File: src/rtl/alu_exec_pkg.sv
// Shared definitions for the alu_exec block: opcodes, FSM states, default width.
package alu_exec_pkg;

  localparam int unsigned DataWDefault = 8;

  typedef enum logic [2:0] {
    OpFwd = 3'b000,
    OpAdd = 3'b001,
    OpAnd = 3'b010,
    OpOr  = 3'b011,
    OpSub = 3'b100,
    OpSll = 3'b101,
    OpSra = 3'b110,
    OpMul = 3'b111
  } opcode_e;

  typedef enum logic [1:0] {
    StIdle = 2'b00,
    StExec = 2'b01,
    StDone = 2'b10
  } state_e;

endpackage

File: src/rtl/alu_exec_logic.sv
// Single-cycle ALU operations (FWD/ADD/AND/OR/SUB); multi-cycle opcodes yield zero here.
module alu_exec_logic
  import alu_exec_pkg::*;
#(
  parameter int unsigned DATA_W = DataWDefault
) (
  input  opcode_e           op,
  input  logic [DATA_W-1:0] a,
  input  logic [DATA_W-1:0] b,
  output logic [DATA_W-1:0] y
);

  // Decode the single-cycle operation.
  always_comb begin
    y = '0;
    case (op)
      OpFwd:   y = b;
      OpAdd:   y = a + b;
      OpAnd:   y = a & b;
      OpOr:    y = a | b;
      OpSub:   y = a - b;
      default: y = '0;
    endcase
  end

endmodule

File: src/rtl/alu_exec.sv
// Multi-cycle ALU execute stage: IDLE -> EXEC -> DONE sequencer, bit-serial shifter and
// optional shift-add multiplier. Define ALU_EXEC_MUL_EN to build the multiplier; without it
// opcode 111 completes after one EXEC cycle with DONE but no write.
// DONE, WRITE_EN, RESULT and ZERO are registered on the edge that leaves the DONE state, so
// the strobe of an op accepted at edge N is visible between edges N+2 and N+3 while the FSM
// is already back in IDLE and able to accept at N+3.
module alu_exec
  import alu_exec_pkg::*;
#(
  parameter int unsigned DATA_W = DataWDefault
) (
  input  logic              CLK,
  input  logic              RESET,
  input  logic              START,
  input  logic [2:0]        OPCODE,
  input  logic [DATA_W-1:0] DATA1,
  input  logic [DATA_W-1:0] DATA2,
  output logic [DATA_W-1:0] RESULT,
  output logic              WRITE_EN,
  output logic              BUSY,
  output logic              DONE,
  output logic              ZERO
);

  localparam int unsigned ShiftW = $clog2(DATA_W);
  // One extra bit so the counter can hold DATA_W for the multiplier.
  localparam int unsigned CntW   = ShiftW + 1;

  state_e            state_q, state_d;
  opcode_e           op_q;
  logic [DATA_W-1:0] opa_q, opb_q, acc_q;
  logic [CntW-1:0]   cnt_q;
  logic [DATA_W-1:0] result_q;
  logic              zero_q, done_q, wen_q;
  logic [DATA_W-1:0] logic_y;
  logic              accept, exec_step, commit, busy;
  logic              exec_last, write_ok;

  alu_exec_logic #(
    .DATA_W(DATA_W)
  ) u_logic (
    .op(op_q),
    .a (opa_q),
    .b (opb_q),
    .y (logic_y)
  );

  // A counter of 0 or 1 means the current EXEC cycle is the final one.
  assign exec_last = (cnt_q <= CntW'(1));

`ifdef ALU_EXEC_MUL_EN
  assign write_ok = 1'b1;
`else
  assign write_ok = (op_q != OpMul);
`endif

  // State register.
  always_ff @(posedge CLK) begin
    if (RESET) begin
      state_q <= StIdle;
    end else begin
      state_q <= state_d;
    end
  end

  // Next-state logic.
  always_comb begin
    state_d = state_q;
    unique case (state_q)
      StIdle:  if (START) state_d = StExec;
      StExec:  if (exec_last) state_d = StDone;
      StDone:  state_d = StIdle;
      default: state_d = StIdle;
    endcase
  end

  // FSM control outputs.
  always_comb begin
    accept    = 1'b0;
    exec_step = 1'b0;
    commit    = 1'b0;
    unique case (state_q)
      StIdle:  accept    = START;
      StExec:  exec_step = 1'b1;
      StDone:  commit    = 1'b1;
      default: ;
    endcase
    busy = (state_q != StIdle) | done_q;
  end

  // Operand latch and iterative datapath (shifter / multiplier / single-cycle capture).
  always_ff @(posedge CLK) begin
    if (RESET) begin
      op_q  <= OpFwd;
      opa_q <= '0;
      opb_q <= '0;
      acc_q <= '0;
      cnt_q <= '0;
    end else if (accept) begin
      op_q  <= opcode_e'(OPCODE);
      opa_q <= DATA1;
      opb_q <= DATA2;
      acc_q <= '0;
      cnt_q <= '0;
      case (opcode_e'(OPCODE))
        OpSll, OpSra: begin
          acc_q <= DATA1;
          cnt_q <= {1'b0, DATA2[ShiftW-1:0]};
        end
`ifdef ALU_EXEC_MUL_EN
        OpMul: cnt_q <= CntW'(DATA_W);
`endif
        default: ;
      endcase
    end else if (exec_step) begin
      case (op_q)
        OpSll: begin
          if (cnt_q != '0) begin
            acc_q <= acc_q << 1;
            cnt_q <= cnt_q - CntW'(1);
          end
        end
        OpSra: begin
          if (cnt_q != '0) begin
            acc_q <= {acc_q[DATA_W-1], acc_q[DATA_W-1:1]};
            cnt_q <= cnt_q - CntW'(1);
          end
        end
        OpMul: begin
`ifdef ALU_EXEC_MUL_EN
          // Shift-add: consume one multiplier bit (LSB of opb_q) per cycle.
          acc_q <= acc_q + (opb_q[0] ? opa_q : '0);
          opa_q <= opa_q << 1;
          opb_q <= opb_q >> 1;
          cnt_q <= cnt_q - CntW'(1);
`endif
        end
        default: acc_q <= logic_y;
      endcase
    end
  end

  // Registered architectural outputs; only a committed, writable op touches RESULT/ZERO.
  always_ff @(posedge CLK) begin
    if (RESET) begin
      result_q <= '0;
      zero_q   <= 1'b1;
      done_q   <= 1'b0;
      wen_q    <= 1'b0;
    end else begin
      done_q <= commit;
      wen_q  <= commit & write_ok;
      if (commit && write_ok) begin
        result_q <= acc_q;
        zero_q   <= (acc_q == '0);
      end
    end
  end

  assign RESULT   = result_q;
  assign ZERO     = zero_q;
  assign DONE     = done_q;
  assign WRITE_EN = wen_q;
  assign BUSY     = busy;

endmodule
File: config.mk
export PLATFORM = sky130hd
export DESIGN_NAME = alu_exec
export DESIGN_NICKNAME = d
export VERILOG_FILES = /design/src/rtl/alu_exec_pkg.sv /design/src/rtl/alu_exec_logic.sv /design/src/rtl/alu_exec.sv
export SDC_FILE = /design/constraint.sdc
export NUM_CORES = 1
export LEC_CHECK = 0
export ABC_AREA = 1
export CORE_UTILIZATION = 55
export CTS_CLUSTER_SIZE = 20
export DETAILED_ROUTE_END_ITERATION = 12
export PLACE_DENSITY = 0.91
export SLEW_MARGIN = 10
export SYNTH_ARGS = -nofsm -noshare
export SYNTH_HDL_FRONTEND = slang
export SYNTH_SLANG_ARGS = --single-unit
File: constraint.sdc
create_clock -name CLK -period 2.7 [get_ports CLK]
set_input_delay 0.27 -clock CLK [delete_from_list [all_inputs] [get_ports CLK]]
set_output_delay 0.27 -clock CLK [all_outputs]
set_load 0.01 [all_outputs]
==> impl_summary.log <==
[metrics] run status: completed
[metrics] clock insertion delay at the later pin of the skew report: approximately 0.30 ns
[metrics] starting utilization of the core area: about 58%
[metrics] post-CTS clock slew at the launch and capture registers of the worst setup and hold paths: 0.09 ns
[metrics] Cells after Synth: about 390
[metrics] Final ANT Viol Nets: 0
[metrics] critical path buffer and inverter count: 6
[metrics] crit-path cells: inv_2 > ha_1 > inv_1 > nor3_1 > inv_1 > o31ai_2 > xor2_1 > inv_1 > ha_1 > nand2_1 > inv_1 > nand2_1 > nand2_1 > a21oi_2 > inv_1 > nand2_1 > nand3_1 > nand2_1 > nand2_1 > a21oi_2
[metrics] via count of the first global-routing pass: ~2600
[metrics] number of standard-cell rows in the floorplan: 25
[metrics] root buffer cell: sky130_fd_sc_hd__clkbuf_8
[metrics] number of nets produced by synthesis: between 400 and 500
[metrics] most numerous cell types in the synthesized netlist: sky130_fd_sc_hd__nand2_1, sky130_fd_sc_hd__inv_1, sky130_fd_sc_hd__dfxtp_1
[metrics] RR Startpoint: opb_q[1]
[metrics] data arrival time at the worst-slack endpoint: 2.73 ns
[metrics] flip-flop cell with the highest count after synthesis: sky130_fd_sc_hd__dfxtp_1
[metrics] number of nets in the final layout: about 460
[metrics] yosys synthesis warning count: 0
[metrics] total number of clock tree sinks: 44
[metrics] half-perimeter wire length of the detailed placement result: between 5000 and 6000 µm
[metrics] total length of routed met3 wires: ~540 µm
[metrics] total congestion overflow after global routing: 0
[metrics] nature of the critical path startpoint: register
[metrics] number of library cell types mapped by synthesis: just over 40
[metrics] fraction of layout instances using a drive strength above 1: 13.71%
[metrics] count leader, synth: sky130_fd_sc_hd__nand2_1
[metrics] Req. time, crit path: approximately 2.9 ns
[metrics] Avg WL per Cell: between 10 and 15 µm
[metrics] cell type with the largest total area after synthesis: sky130_fd_sc_hd__dfxtp_1
[metrics] Total Wirelength: slightly above 7000 µm
[metrics] DRC Markers: 0
[metrics] class of the tightest hold or removal check: register to register
[metrics] slowest stage cell, crit path: sky130_fd_sc_hd__dfxtp_1
[metrics] kind of cell adding the most delay to the critical path: simple AND/OR/NAND/NOR gates
[metrics] antenna diode count: 0
[metrics] critical path type: register to register
[metrics] Leakage: roughly 1.4 nW
[metrics] core footprint: approximately 0.0048 mm²
[metrics] first-iteration detailed-routing DRC count: around 260
[metrics] top-level port count: 34
[metrics] clock tree from TritonCTS: built
[metrics] portion of synthesized cell area occupied by the leading cell type: about a third
[metrics] post-layout util: approximately two thirds
[metrics] CP most frequent cell: sky130_fd_sc_hd__nand2_1
[metrics] Synth Cell Area: 0.002773 mm²
[metrics] internal power: roughly 0.0013 W
[metrics] endpoint of the worst setup timing path: acc_q[7]
[metrics] portion of total power attributed to combinational logic: 38.8%
[metrics] Reg power frac: 37.1%
[metrics] Port Buffers: 33
[metrics] total count of hold-check failures in the final report: 0
[metrics] share of the clock period used by the worst path: around 90%
[metrics] worst clock skew: around 0.0067 ns
[metrics] RePlAce Congestion: slightly below 0.9
[metrics] Final setup violation count: 0
[metrics] max_slew headroom: about two thirds
[metrics] Overall Global Routing Usage: 28.25%
[metrics] Bufs on Longest Clock Path: 2
[metrics] share of the yosys chip area belonging to registers: a little under a third
[metrics] placed cell count: 480
[metrics] final-layout setup total negative slack: 0 ns
[metrics] Cell Pwr Density: ~640 mW/mm²
[metrics] total met2 wirelength after detailed routing: roughly 3600 µm
[metrics] Num CTS Buffers: 5
[metrics] Die Footprint: about 0.0053 mm²
[metrics] Synth-to-Final Area Change: 18.05%
[metrics] total number of H-tree levels: 2
[metrics] Die Y: around 73 µm
[metrics] 1st-pass router iterations: 7
[metrics] maximum resistive drop on vdd: ~0.00043 V
[metrics] FFs w/ async S/R, synth: 0%
[metrics] Register-to-Register Path Depth: 20
[metrics] net load switching power: between 0.0007 and 0.0008 W
[metrics] Critical path origin: opb_q[1]
[metrics] initial antenna violation count: 0
[metrics] max cap viols: 0
[metrics] highest net fanout along the worst path: 5
[metrics] met1 routed wirelength after detailed routing: around 3100 µm
[metrics] switching part of the total: ~38%
[metrics] number of enable-type register cells in the synthesized netlist: 0
[metrics] wire length of the first global-routing pass: about 12000 µm
[metrics] number of max-slew violations in the final report: 0
[metrics] Seq cells post-synth: 44
[metrics] DR vias: approximately 2800
[metrics] delay of the slowest critical-path stage: about 0.37 ns
[metrics] pin count of the biggest net entering global routing: 32
[metrics] number of cells on the critical path: 20
[metrics] final std cells w/o fill: about 500
[metrics] main area contributors after synthesis: sky130_fd_sc_hd__dfxtp_1, sky130_fd_sc_hd__nand2_1, sky130_fd_sc_hd__o21ai_0
[metrics] via density per instance: about 5.8
[metrics] r2r setup slk: between 0.2 and 0.25 ns
[metrics] uppermost layer routed: met4
[metrics] syn_area_per_cell: about 7.2 µm²
[metrics] Tmin final: about 2.5 ns
[metrics] part of the power in the clock network: between 20% and 30%
[metrics] endpoint of the most critical register-to-register path: acc_q[7]
[metrics] category of the worst setup path capture point: register
[metrics] Least-Margin Pin Slew: roughly 0.49 ns
[metrics] Fmax achieved: about 0.40 GHz
[metrics] Horiz. Die Dim: between 70 and 80 µm
logic make-up (layout without fill, tap and decap cells):
group / Yosys count / after routing / synth area share [%]
adder cells (fa/ha/maj): 14 / 14 / 6.589
buffers and inverters: 69 / 105 / 11.19
flip-flops: 44 / 44 / 31.77
AND/OR/NAND/NOR: 136 / 136 / 23.20
XOR/XNOR: 7 / 7 / 2.211
AO/OA/AOI/OAI: 117 / 117 / 25.05
final cells by class:
class | count | area (µm²)
clock buffer | 5 | 68.82
clock inverter | 3 | 42.54
fill | 348 | 1513
inverter | 56 | 215.2
multi-input combinational | 274 | 1590
sequential | 44 | 882.1
tap | 67 | 83.83
timing repair buffer | 41 | 390.4
routing by layer:
| metal | vias up | track usage, % |
|---|---|---|
| li1 | 1372 | - |
| met1 | 1303 | 35.67 |
| met2 | 131 | 49.59 |
| met3 | 12 | 4.144 |
| met4 | 0 | 8.279 |
| met5 | - | 0 |
through the flow:
step	hold slack [ns]	area, µm²	setup WS [ns]	total power [W]
2_1_floorplan	0.3485	2773	0.4098	0.001372
3_3_place_gp	0.4311	3137	0.2839	0.001546
3_5_place_dp	0.4463	3137	0.1695	0.001577
4_1_cts	0.4565	3248	0.1268	0.002078
5_1_grt	0.4837	3273	-0.008476	0.002226
6_report	0.4614	3273	0.2023	0.002110
repair_timing:
action,in CTS,in global routing
buffers inserted,0,2
hold buffers,0,0
resized for setup,0,7
setup endpoints to repair,0,3
worst register-to-register path: cells and delay by family (launching register included):
kind | cells | cell delay, ns
compound gates | 3 | 0.46
xor+xnor | 1 | 0.16
fa+ha+maj | 2 | 0.46
buf+inv | 6 | 0.37
flops | 1 | 0.37
simple gates | 8 | 0.61
power by group through the flow:
stage | combinational (W) | sequential [W] | clock (W)
final | 0.000818 | 0.000783 | 0.000509
after global routing | 0.000907 | 0.000789 | 0.000530
after CTS | 0.000793 | 0.000779 | 0.000507
after detailed placement | 0.000784 | 0.000792 | 0
after global placement | 0.000758 | 0.000789 | 0
after floorplan | 0.000589 | 0.000783 | 0
cells in the final DEF, fill, tap and decap left out, types with 8 or more instances in the layout:
cell and count:
sky130_fd_sc_hd__buf_4 8, sky130_fd_sc_hd__nand3_1 25, sky130_fd_sc_hd__o22ai_1 11, sky130_fd_sc_hd__ha_1 13
sky130_fd_sc_hd__o21ai_0 39, sky130_fd_sc_hd__dfxtp_1 43, sky130_fd_sc_hd__inv_1 48, sky130_fd_sc_hd__a31oi_1 8
sky130_fd_sc_hd__o21ai_1 13, sky130_fd_sc_hd__clkdlybuf4s50_1 33, sky130_fd_sc_hd__nor2_1 22, sky130_fd_sc_hd__nand2_1 61
sky130_fd_sc_hd__a21oi_1 27
worst min-delay path by stage:
stage	end	from	depth (start not counted)	slack, ns
final	DONE	state_q[0]	1	0.46
after global routing	ZERO	acc_q[7]	1	0.48
after CTS	DONE	state_q[0]	1	0.46
after detailed placement	DONE	state_q[0]	1	0.45
after global placement	DONE	state_q[0]	1	0.43
after floorplan	state_q[1]	RESET	1	0.35
flip-flops by register name, indices dropped and copies added, names as in the netlist:
signal	count
DONE	1
RESULT	8
WRITE_EN	1
ZERO	1
acc_q	8
cnt_q	4
op_q	3
opa_q	8
opb_q	8
state_q	2
Power figures use the tool's default switching activity.
